==> src/rtl/spi_packet_slave.sv <==
// MCU-facing SPI mode-0 slave: 12-byte command packets framed on a magic byte, 96-bit response on MISO.
// All SPI pins are oversampled in the clk domain. Define SPI_PACKET_SLAVE_TIMEOUT_EN to enable mid-packet idle timeout.
module spi_packet_slave #(
  parameter int         SYNC_STAGES    = 2,
  parameter logic [7:0] MAGIC          = 8'h5A,
  parameter int         TIMEOUT_CYCLES = 20000
) (
  input  logic        clk,
  input  logic        rstb,
  input  logic        spi_sck,
  input  logic        spi_n_cs,
  input  logic        spi_mosi,
  output logic        spi_miso,
  output logic        pkt_valid,
  output logic [95:0] pkt_raw,
  output logic [7:0]  pkt_type,
  output logic        pkt_rw,
  output logic [15:0] pkt_index,
  output logic [7:0]  pkt_module,
  output logic [7:0]  pkt_reg,
  output logic [31:0] pkt_value,
  input  logic [95:0] tx_data,
  input  logic        tx_load,
  output logic        tx_busy,
  output logic [15:0] sync_err_cnt,
  output logic [15:0] timeout_cnt
);

  localparam logic [1:0] ST_HUNT = 2'd0;
  localparam logic [1:0] ST_RECV = 2'd1;
  localparam logic [1:0] ST_DONE = 2'd2;

  function automatic logic [15:0] sat_inc(input logic [15:0] v);
    return (v == 16'hFFFF) ? v : v + 16'd1;
  endfunction

  // Byte k of a packet, byte 0 being the most significant.
  function automatic logic [7:0] pick_byte(input logic [95:0] v, input logic [3:0] k);
    logic [95:0] s;
    s = v << {k, 3'b000};
    return s[95:88];
  endfunction

  logic [SYNC_STAGES-1:0] sck_sync_q, sck_sync_d;
  logic [SYNC_STAGES-1:0] cs_sync_q, cs_sync_d;
  logic [SYNC_STAGES-1:0] mosi_sync_q, mosi_sync_d;
  logic                   sck_prev_q, sck_prev_d;
  logic                   cs_prev_q, cs_prev_d;
  logic [2:0]             bit_cnt_q, bit_cnt_d;
  logic [6:0]             rx_shift_q, rx_shift_d;
  logic [1:0]             state_q, state_d;
  logic [3:0]             byte_cnt_q, byte_cnt_d;
  logic [95:0]            rx_buf_q, rx_buf_d;
  logic [95:0]            pkt_raw_q, pkt_raw_d;
  logic                   pkt_valid_q, pkt_valid_d;
  logic [15:0]            sync_err_q, sync_err_d;
  logic [95:0]            tx_buf_q, tx_buf_d;
  logic                   tx_busy_q, tx_busy_d;
  logic [7:0]             tx_byte_q, tx_byte_d;
  logic                   fresh_q, fresh_d;
  logic                   miso_q, miso_d;

  logic       sck_s, cs_s, mosi_s;
  logic       sck_rise, sck_fall, cs_fall, cs_low;
  logic       bit_done, byte_done, tx_accept, to_hit;
  logic [7:0] rx_byte;
  logic [3:0] tx_idx;
  logic [6:0] rx_sh;

  assign sck_s     = sck_sync_q[SYNC_STAGES-1];
  assign cs_s      = cs_sync_q[SYNC_STAGES-1];
  assign mosi_s    = mosi_sync_q[SYNC_STAGES-1];
  assign cs_low    = ~cs_s;
  assign sck_rise  = sck_s & ~sck_prev_q;
  assign sck_fall  = ~sck_s & sck_prev_q;
  assign cs_fall   = ~cs_s & cs_prev_q;
  assign bit_done  = sck_rise & cs_low;
  assign byte_done = bit_done & (bit_cnt_q == 3'd7);
  assign rx_byte   = {rx_shift_q, mosi_s};
  assign rx_sh     = 7'd88 - {byte_cnt_q, 3'b000};
  // A load completing in the DONE cycle is accepted because tx_busy clears in that same cycle.
  assign tx_accept = tx_load & (((state_q == ST_HUNT) & ~tx_busy_q) | (state_q == ST_DONE));

  always_comb begin
    sck_sync_d  = {sck_sync_q[SYNC_STAGES-2:0], spi_sck};
    cs_sync_d   = {cs_sync_q[SYNC_STAGES-2:0], spi_n_cs};
    mosi_sync_d = {mosi_sync_q[SYNC_STAGES-2:0], spi_mosi};
    sck_prev_d  = sck_s;
    cs_prev_d   = cs_s;
    bit_cnt_d   = bit_cnt_q;
    rx_shift_d  = rx_shift_q;
    state_d     = state_q;
    byte_cnt_d  = byte_cnt_q;
    rx_buf_d    = rx_buf_q;
    pkt_valid_d = 1'b0;
    pkt_raw_d   = pkt_raw_q;
    sync_err_d  = sync_err_q;
    tx_buf_d    = tx_buf_q;
    tx_busy_d   = tx_busy_q;
    tx_byte_d   = tx_byte_q;
    fresh_d     = fresh_q;
    tx_idx      = byte_cnt_q;

    // Bit receiver: n_cs high drops a partial byte but leaves the byte counter alone.
    if (cs_s) begin
      bit_cnt_d = 3'd0;
    end else if (sck_rise) begin
      rx_shift_d = rx_byte[6:0];
      bit_cnt_d  = bit_cnt_q + 3'd1;
    end

    case (state_q)
      ST_HUNT: begin
        if (byte_done) begin
          if (rx_byte == MAGIC) begin
            rx_buf_d[95:88] = rx_byte;
            byte_cnt_d      = 4'd1;
            state_d         = ST_RECV;
          end else begin
            sync_err_d = sat_inc(sync_err_q);
          end
        end
      end
      ST_RECV: begin
        if (to_hit) begin
          state_d    = ST_HUNT;
          byte_cnt_d = 4'd0;
        end else if (byte_done) begin
          rx_buf_d = (rx_buf_q & ~({88'h0, 8'hFF} << rx_sh)) | ({88'h0, rx_byte} << rx_sh);
          if (byte_cnt_q == 4'd11) begin
            state_d    = ST_DONE;
            byte_cnt_d = 4'd0;
          end else begin
            byte_cnt_d = byte_cnt_q + 4'd1;
          end
        end
      end
      ST_DONE: begin
        pkt_valid_d = 1'b1;
        pkt_raw_d   = rx_buf_q;
        tx_busy_d   = 1'b0;
        state_d     = ST_HUNT;
        byte_cnt_d  = 4'd0;
      end
      default: begin
        state_d    = ST_HUNT;
        byte_cnt_d = 4'd0;
      end
    endcase

    if (tx_accept) begin
      tx_buf_d  = tx_data;
      tx_busy_d = 1'b1;
    end

    // Response shifter: a byte loaded at byte completion must survive the trailing SCK fall.
    if (cs_fall) begin
      tx_byte_d = pick_byte(tx_buf_q, byte_cnt_q);
      fresh_d   = 1'b0;
    end else if (byte_done) begin
      tx_idx    = byte_cnt_d;
      tx_byte_d = pick_byte(tx_buf_q, tx_idx);
      fresh_d   = 1'b1;
    end else if (sck_fall & cs_low) begin
      if (fresh_q) fresh_d = 1'b0;
      else         tx_byte_d = {tx_byte_q[6:0], 1'b0};
    end
    if ((state_q == ST_DONE) || to_hit || (tx_accept && (state_q == ST_HUNT) && (bit_cnt_q == 3'd0)))
      tx_byte_d = tx_buf_d[95:88];

    miso_d = cs_low & tx_busy_d & tx_byte_d[7];
  end

  always_ff @(posedge clk or negedge rstb) begin
    if (!rstb) begin
      sck_sync_q  <= '0;
      cs_sync_q   <= '1;
      mosi_sync_q <= '0;
      sck_prev_q  <= 1'b0;
      cs_prev_q   <= 1'b1;
      bit_cnt_q   <= 3'd0;
      rx_shift_q  <= 7'd0;
      state_q     <= ST_HUNT;
      byte_cnt_q  <= 4'd0;
      rx_buf_q    <= 96'd0;
      pkt_raw_q   <= 96'd0;
      pkt_valid_q <= 1'b0;
      sync_err_q  <= 16'd0;
      tx_buf_q    <= 96'd0;
      tx_busy_q   <= 1'b0;
      tx_byte_q   <= 8'd0;
      fresh_q     <= 1'b0;
      miso_q      <= 1'b0;
    end else begin
      sck_sync_q  <= sck_sync_d;
      cs_sync_q   <= cs_sync_d;
      mosi_sync_q <= mosi_sync_d;
      sck_prev_q  <= sck_prev_d;
      cs_prev_q   <= cs_prev_d;
      bit_cnt_q   <= bit_cnt_d;
      rx_shift_q  <= rx_shift_d;
      state_q     <= state_d;
      byte_cnt_q  <= byte_cnt_d;
      rx_buf_q    <= rx_buf_d;
      pkt_raw_q   <= pkt_raw_d;
      pkt_valid_q <= pkt_valid_d;
      sync_err_q  <= sync_err_d;
      tx_buf_q    <= tx_buf_d;
      tx_busy_q   <= tx_busy_d;
      tx_byte_q   <= tx_byte_d;
      fresh_q     <= fresh_d;
      miso_q      <= miso_d;
    end
  end

`ifdef SPI_PACKET_SLAVE_TIMEOUT_EN
  localparam logic [31:0] TO_LIM = 32'(TIMEOUT_CYCLES);

  logic [31:0] idle_q, idle_d;
  logic [15:0] to_cnt_q, to_cnt_d;

  assign to_hit = (state_q == ST_RECV) && (idle_q >= TO_LIM);

  always_comb begin
    idle_d   = idle_q + 32'd1;
    to_cnt_d = to_cnt_q;
    if ((state_q != ST_RECV) || bit_done) idle_d = 32'd0;
    if (to_hit) to_cnt_d = sat_inc(to_cnt_q);
  end

  always_ff @(posedge clk or negedge rstb) begin
    if (!rstb) begin
      idle_q   <= 32'd0;
      to_cnt_q <= 16'd0;
    end else begin
      idle_q   <= idle_d;
      to_cnt_q <= to_cnt_d;
    end
  end

  assign timeout_cnt = to_cnt_q;
`else
  localparam logic [15:0] TO_ZERO = (TIMEOUT_CYCLES > 0) ? 16'h0 : 16'h0;

  assign to_hit      = 1'b0;
  assign timeout_cnt = TO_ZERO;
`endif

  assign spi_miso     = miso_q;
  assign pkt_valid    = pkt_valid_q;
  assign pkt_raw      = pkt_raw_q;
  assign pkt_type     = pkt_raw_q[79:72];
  assign pkt_rw       = pkt_raw_q[64];
  assign pkt_index    = pkt_raw_q[63:48];
  assign pkt_module   = pkt_raw_q[47:40];
  assign pkt_reg      = pkt_raw_q[39:32];
  assign pkt_value    = pkt_raw_q[31:0];
  assign tx_busy      = tx_busy_q;
  assign sync_err_cnt = sync_err_q;

endmodule

==> config.mk <==
export PLATFORM = sky130hd
export DESIGN_NAME = spi_packet_slave
export DESIGN_NICKNAME = d
export VERILOG_FILES = /design/src/rtl/spi_packet_slave.sv
export SDC_FILE = /design/constraint.sdc
export NUM_CORES = 1
export LEC_CHECK = 0
export ABC_AREA = 1
export BUFFER_PORTS_ARGS = -buffer_cell sky130_fd_sc_hd__buf_2
export CORE_ASPECT_RATIO = 1.4
export CORE_MARGIN = 2
export CORE_UTILIZATION = 35
export CTS_CLUSTER_SIZE = 14
export DETAILED_ROUTE_END_ITERATION = 10
export RECOVER_POWER = 100
export SYNTH_ARGS = -nofsm -noshare
export SYNTH_HDL_FRONTEND = slang
export SYNTH_SLANG_ARGS = --single-unit
export TNS_END_PERCENT = 20
==> constraint.sdc <==
create_clock -name clk -period 3.1 [get_ports clk]
set_input_delay 0.155 -clock clk [delete_from_list [all_inputs] [get_ports clk]]
set_output_delay 0.155 -clock clk [all_outputs]
set_load 0.01 [all_outputs]
# After elaboration in Yosys (flattened, before gate mapping)
# Index checks and enable logic that the tools add are counted.
[word_totals]
in_bits = 102
output_inout_bits = 204
ff_bits = 340
[op_classes]
eq_ne = 11
n_mux = 28
n_reduce_logical = 15
n_addsub = 4
bitwise_logic = 20
n_shift = 4
[ops]
columns = ["op", "n"]
rows = [
  ["$mux 96", 2],
  ["$shl 96x7->96", 2],
  ["$and 96x96->96", 1],
  ["$not 96->96", 1],
  ["$or 96x96->96", 1],
  ["$shl 8x7->96", 1],
  ["$shl 8x7->96 const A", 1],
  ["$mux 8", 7],
  ["$add 16x1->16 const B", 1],
  ["$eq 16x16->1 const B", 1],
  ["$mux 4", 4],
  ["$pmux 8 s2", 1],
  ["$reduce_and 4->1", 3],
  ["$and 1x1->1", 10],
  ["$eq 8x7->1 const B", 1],
  ["$mux 2", 4],
  ["$pmux 4 s2", 1],
  ["$sub 7x7->7 const A", 1],
  ["$mux 1", 6],
  ["$mux 3", 2],
  ["$ne 2x2->1 const B", 3],
  ["$not 1->1", 6],
  ["$reduce_and 2->1", 3],
  ["$add 4x1->4 const B", 1],
  ["16 further kinds", 18],
]

# Longest topological paths before layout
[logic_depth]
depth_word = 11
mapped_depth = 21
depth_no_buf = 17

# Worst setup path after synthesis
# No wires, ideal clock.
[synth_timing]
path_type = "register to register"
from = "register byte_cnt_q[2]"
to = "register miso_q (netlist: spi_miso)"
setup_slack_ps = 289
synth_period_minus_slack_ps = 2811
stages_incl_launch_ff = 19
t_required_ps = 2985
setup_time_ps = 115
arrival_ps = 2697
path_cell_list = "dfrtp_1 > buf_2 > inv_2 > buf_1 > buf_2 > clkbuf_1 > ha_1 > o21ai_1 > nand3_1 > o21ai_4 > inv_2 > and2_1 > buf_2 > nand2_1 > nand3_1 > nand2_1 > nand2_1 > nand2_1 > nor2_1"
[synth_via]
elab_chain_len = 9
elab_cells_between_ends = 13
classes_between = "add/sub (1); eq/ne (1); shift (2); mux (8); bitwise (1)"
[synth_lines]
columns = ["item", "line", "text"]
rows = [
  ["from (decl)", "52", "logic [3:0] byte_cnt_q, byte_cnt_d;"],
  ["from (signal assigned)", "203", "byte_cnt_q <= byte_cnt_d;"],
  ["$add 4x1->4 / $eq 4x4->1 (equally long branches)", "134, 130", ""],
  ["$mux 4", "130", "if (byte_cnt_q == 4'd11) begin"],
  ["$mux 4", "128", "end else if (byte_done) begin"],
  ["$pmux 4 s2 (*)", "112", "case (state_q)"],
  ["named net byte_cnt_d[2]", "52", ""],
  ["$shl 96x7->96 (*)", "40", "s = v << {k, 3'b000};"],
  ["$mux 8 (*)", "160", "end else if (byte_done) begin"],
  ["$mux 8 (*)", "157", "if (cs_fall) begin"],
  ["$mux 8 (*)", "168", "if ((state_q == ST_DONE) || to_hit || (tx_accept && (state_q == ST_HUNT) && (bit_cnt_q == 3'd0)))"],
  ["$and 1x1->1 (*)", "171", "miso_d = cs_low & tx_busy_d & tx_byte_d[7];"],
  ["named net miso_d", "61", "logic miso_q, miso_d;"],
  ["to (signal assigned)", "212", "miso_q <= miso_d;"],
  ["to (decl)", "61", ""],
]
# The timed path passes the listed nets; every way through them passes the cells marked *.
# A chain may end at the register's enable or synchronous reset.

# Worst setup path after layout
[layout_timing]
from = "register cs_sync_q[1]"
to = "register tx_byte_q[1]"
[layout_via]
elab_chain_len = 9
elab_cells_between_ends = 15
classes_between = "eq/ne (1); shift (1); mux (6); bitwise (5); reduce/logical (2)"
[layout_lines]
columns = ["item", "line", "text"]
rows = [
  ["from (decl)", "45", "logic [SYNC_STAGES-1:0] cs_sync_q, cs_sync_d;"],
  ["from (signal assigned)", "196", "cs_sync_q <= cs_sync_d;"],
  ["$not 1->1 (no source line) (*)", "-", ""],
  ["$and 1x1->1", "77", "assign bit_done = sck_rise & cs_low;"],
  ["$and 1x1->1", "78", "assign byte_done = bit_done & (bit_cnt_q == 3'd7);"],
  ["$mux 4, on equally long branches", "128, 114", ""],
  ["$pmux 4 s2", "112", ""],
  ["$shl 96x7->96", "40", ""],
  ["$mux 8", "160", ""],
  ["$mux 8", "157", ""],
  ["$mux 8", "168", ""],
  ["to (signal assigned)", "210", "tx_byte_q <= tx_byte_d;"],
  ["to (decl)", "59", "logic [7:0] tx_byte_q, tx_byte_d;"],
]
# Mark *: on every way between the ends. The rest lies on a longest branch, timed or not.

==> impl_metrics.csv <==
group,metric,value,unit
placement,io_buffers,289,
grt,grt_pass1_wl,75600,um
cts,cts.sinks,340,
placement,dp_slack,466,ps
outcome,violations,"max-capacitance violations, max-slew violations",
sta,fmax,365,MHz
sta,rsz0062_at_grt,"no",
cells_and_area,nNetsFinal,2319,
sta,post-route-period-util,0.884,
yosys,yosys.area.top_type,"dfrtp_1",
yosys,synth_cell_types,44,
yosys,synth_top_area_frac,0.522,
grt,antenna_found_initial,0,
sta,worst_slew_pin_slew,1750,ps
sta,finClkSkew,27.0,ps
sta,hold_violations,0,
cts,cts_resized,0,
die,pin_count,306,
cells_and_area,area_growth,20.6,%
setup_path,r2r_setup_slack,360,ps
sta,slew_viol_final,307,
grt,grt_pass1_vias,13700,
drt,drt-initial-drc-count,893,
cts,numCtsBuffers,36,
yosys,synthMuxAreaShare,0.00349,
die,start_util,0.353,
grt,overflow,0,
setup_path,worstRegToRegCells,14,
cells_and_area,layout_common_cells,"356 x nand2_1, 336 x dfrtp_1, 242 x inv_1, 203 x clkbuf_1, 183 x o21ai_0",
power_and_ir_drop,cellLeakagePower,9.00,nW
drt,drt.antenna.violating_nets,0,
cells_and_area,layout_commonest_cell,"nand2_1",
setup_path,cp.arrival,3180,ps
yosys,syn_inst,1931,
setup_path,regToRegStartpoint,"cs_sync_q[1]",
drt,wirelength,49300,um
sta,tns,0,ps
cts,clk_pin_slew_worst_paths,60,ps
die,die_h,258,um
worst_hold_path,holdPathStages,3,
grt,grt_usage,0.203,
power_and_ir_drop,power.density,488,nW/um2
drt,post_drt_wl_per_cell,17.3,um
yosys,syn-cell-area,16100,um2
setup_path,rr_endpoint,"tx_byte_q[1]",
cts,cts_tree,"built",
setup_path,end_kind,"register",
drt,route.detailed.drc,0,
yosys,syn_area_per_cell,8.36,um2
cells_and_area,diodes,0,
placement,place_area,17600,um2
setup_path,crit_fanout,42,
cells_and_area,final_cells,2851,
cells_and_area,fin_area,19500,um2
die,die_area,47900,um2
die,core,45700,um2
cells_and_area,drive_gt1_frac,0.0949,
sta,relSlewSlack,-0.168,
setup_path,path_class,"register to register",
setup_path,worstSetupStartpointType,"register",
setup_path,cp.required,3530,ps
outcome,outcome,"finished, violations left",
power_and_ir_drop,peakVddDrop,0.000310,V
sta,layout_setup_ws,358,ps
yosys,synthAdderAreaFrac,0.00852,
cts,cts_max_level,2,
yosys,yosys_warnings,0,
worst_hold_path,min_to,"tx_buf_q[90]",
placement,hpwlAfterDp,34700,um
placement,place_inst,2687,
sta,setup_viol,0,
yosys,synthSimpleGateAreaFrac,0.181,
placement,gp_congestion,0.905,
cts,worstSkewPairLatency,530,ps
sta,fin_crit,2740,ps
grt,grt_max_degree,193,
worst_hold_path,hold_start,"tx_data[90]",
die,die_w,186,um
cts,clock_path_buffers,3,
worst_hold_path,hold_path.class,"input port to register",
cts,root_buffer,"clkbuf_16",
yosys,synth_compound_area_frac,0.144,
cells_and_area,post-route-util,0.426,
yosys,ys_seq_elements,340,
die,rows,93,
yosys,synth_area_leaders,"dfrtp_1 52%, nand2_1 8.3%, o21ai_0 5.7%",
yosys,ys_seq_area_frac,0.527,
drt,drt_pass1_iterations,5,
drt,via_count,13900,
yosys,synth_top_family_by_area,"simple AND/OR/NAND/NOR gates",
yosys,synth_xor_area_frac,0.00814,
flow_run,maxCapViolCount,2,
drt,viasPerCell,4.87,
==> critical path, stage by stage (launching register included) <==
cell and delay (ps):
dfstp_1 640, inv_1 170, nand4_1 320, nand2_1 110, nand3_1 170, clkbuf_4 480
nand3_1 210, nand3_1 140, nand2_1 60, nand2_1 60, nand3_1 60, nand2_1 60
nand2_1 50, nand2_1 60, nand2_1 40
==> metal layers <==
layer  part of all wire  GRT usage  wire length, um
met1               0.39      0.235            19100
met4              0.047     0.0934             2320
met2               0.52      0.371            25700
met3              0.044     0.0244             2170
met5                  0          0                0
==> registers in the layout, indices dropped and copies added, names as in the netlist <==
name / flops
pkt_raw: 96
rx_buf_q: 96
tx_buf_q: 96
sync_err_cnt: 16
tx_byte_q: 8
rx_shift_q: 7
byte_cnt_q: 4
bit_cnt_q: 3
cs_sync_q: 2
mosi_sync_q: 2
sck_sync_q: 2
state_q: 2
cs_prev_q: 1
fresh_q: 1
pkt_valid: 1
sck_prev_q: 1
spi_miso: 1
tx_busy: 1
==> worst max-delay path by stage <==
stage | startpoint | to | slack [ps] | cells past startpoint
detailed placement | byte_cnt_q[0] | spi_miso | 470 | 16
CTS | byte_cnt_q[0] | spi_miso | 450 | 16
global route | bit_cnt_q[0] | rx_buf_q[26] | 140 | 9
global placement | byte_cnt_q[0] | spi_miso | 500 | 16
floorplan | byte_cnt_q[2] | spi_miso | 290 | 18
finish | cs_sync_q[1] | tx_byte_q[1] | 360 | 14
==> cells by family (layout without fill, tap and decap cells) <==
group           after synthesis  after routing
buf+inv                     444            732
simple gates                685            685
mux                           5              5
fa+ha+maj                    11             11
other cells                   1             16
xor+xnor                     15             15
flops                       340            340
compound gates              430            430
==> metrics by stage <==
step	hold slack (ps)	total power [mW]
after floorplan	-141	4.73
after global placement	264	4.95
after detailed placement	265	4.95
after CTS	22.6	9.61
after global routing	35.8	9.82
final	36.9	9.49
==> where the power goes <==
| group | switching [mW] | leakage [nW] | internal (mW) |
|---|---|---|---|
| Clock | 1.82 | 0.597 | 2.72 |
| Sequential | 0.0327 | 4.22 | 4.48 |
| Combinational | 0.261 | 4.19 | 0.179 |
==> final cells by class <==
type,count,area (um2)
Clock buffer,54,1060
Clock inverter,12,183
Fill cell,4631,26300
Inverter,250,940
Multi-Input combinational cell,1162,5600
Sequential cell,340,8510
Tap cell,617,772
Timing Repair Buffer,416,2400
==> synthesized netlist by cell type (all sizes together) <==
master    n
mux2      5
ha       11
a21oi   145
buf     127
o21ai   190
conb      1
and2      1
nor2    131
nor3     41
nand3b    1
nand2   361
dfrtp   337
o32ai     1
dfstp     3
inv     250
nand4     3
nor4      2
o22ai    78
xor2     10
nand3   145
xnor2     5
a41oi     1
a31o      1
a211oi    8
o211ai    5
clkbuf   67
a32o      1
==> timing repair <==
item | CTS | global route
endpoints found under the hold margin | 202 | 0
hold buffers | 98 | 0
setup buffers | 0 | 0
Power figures use the tool's default switching activity.
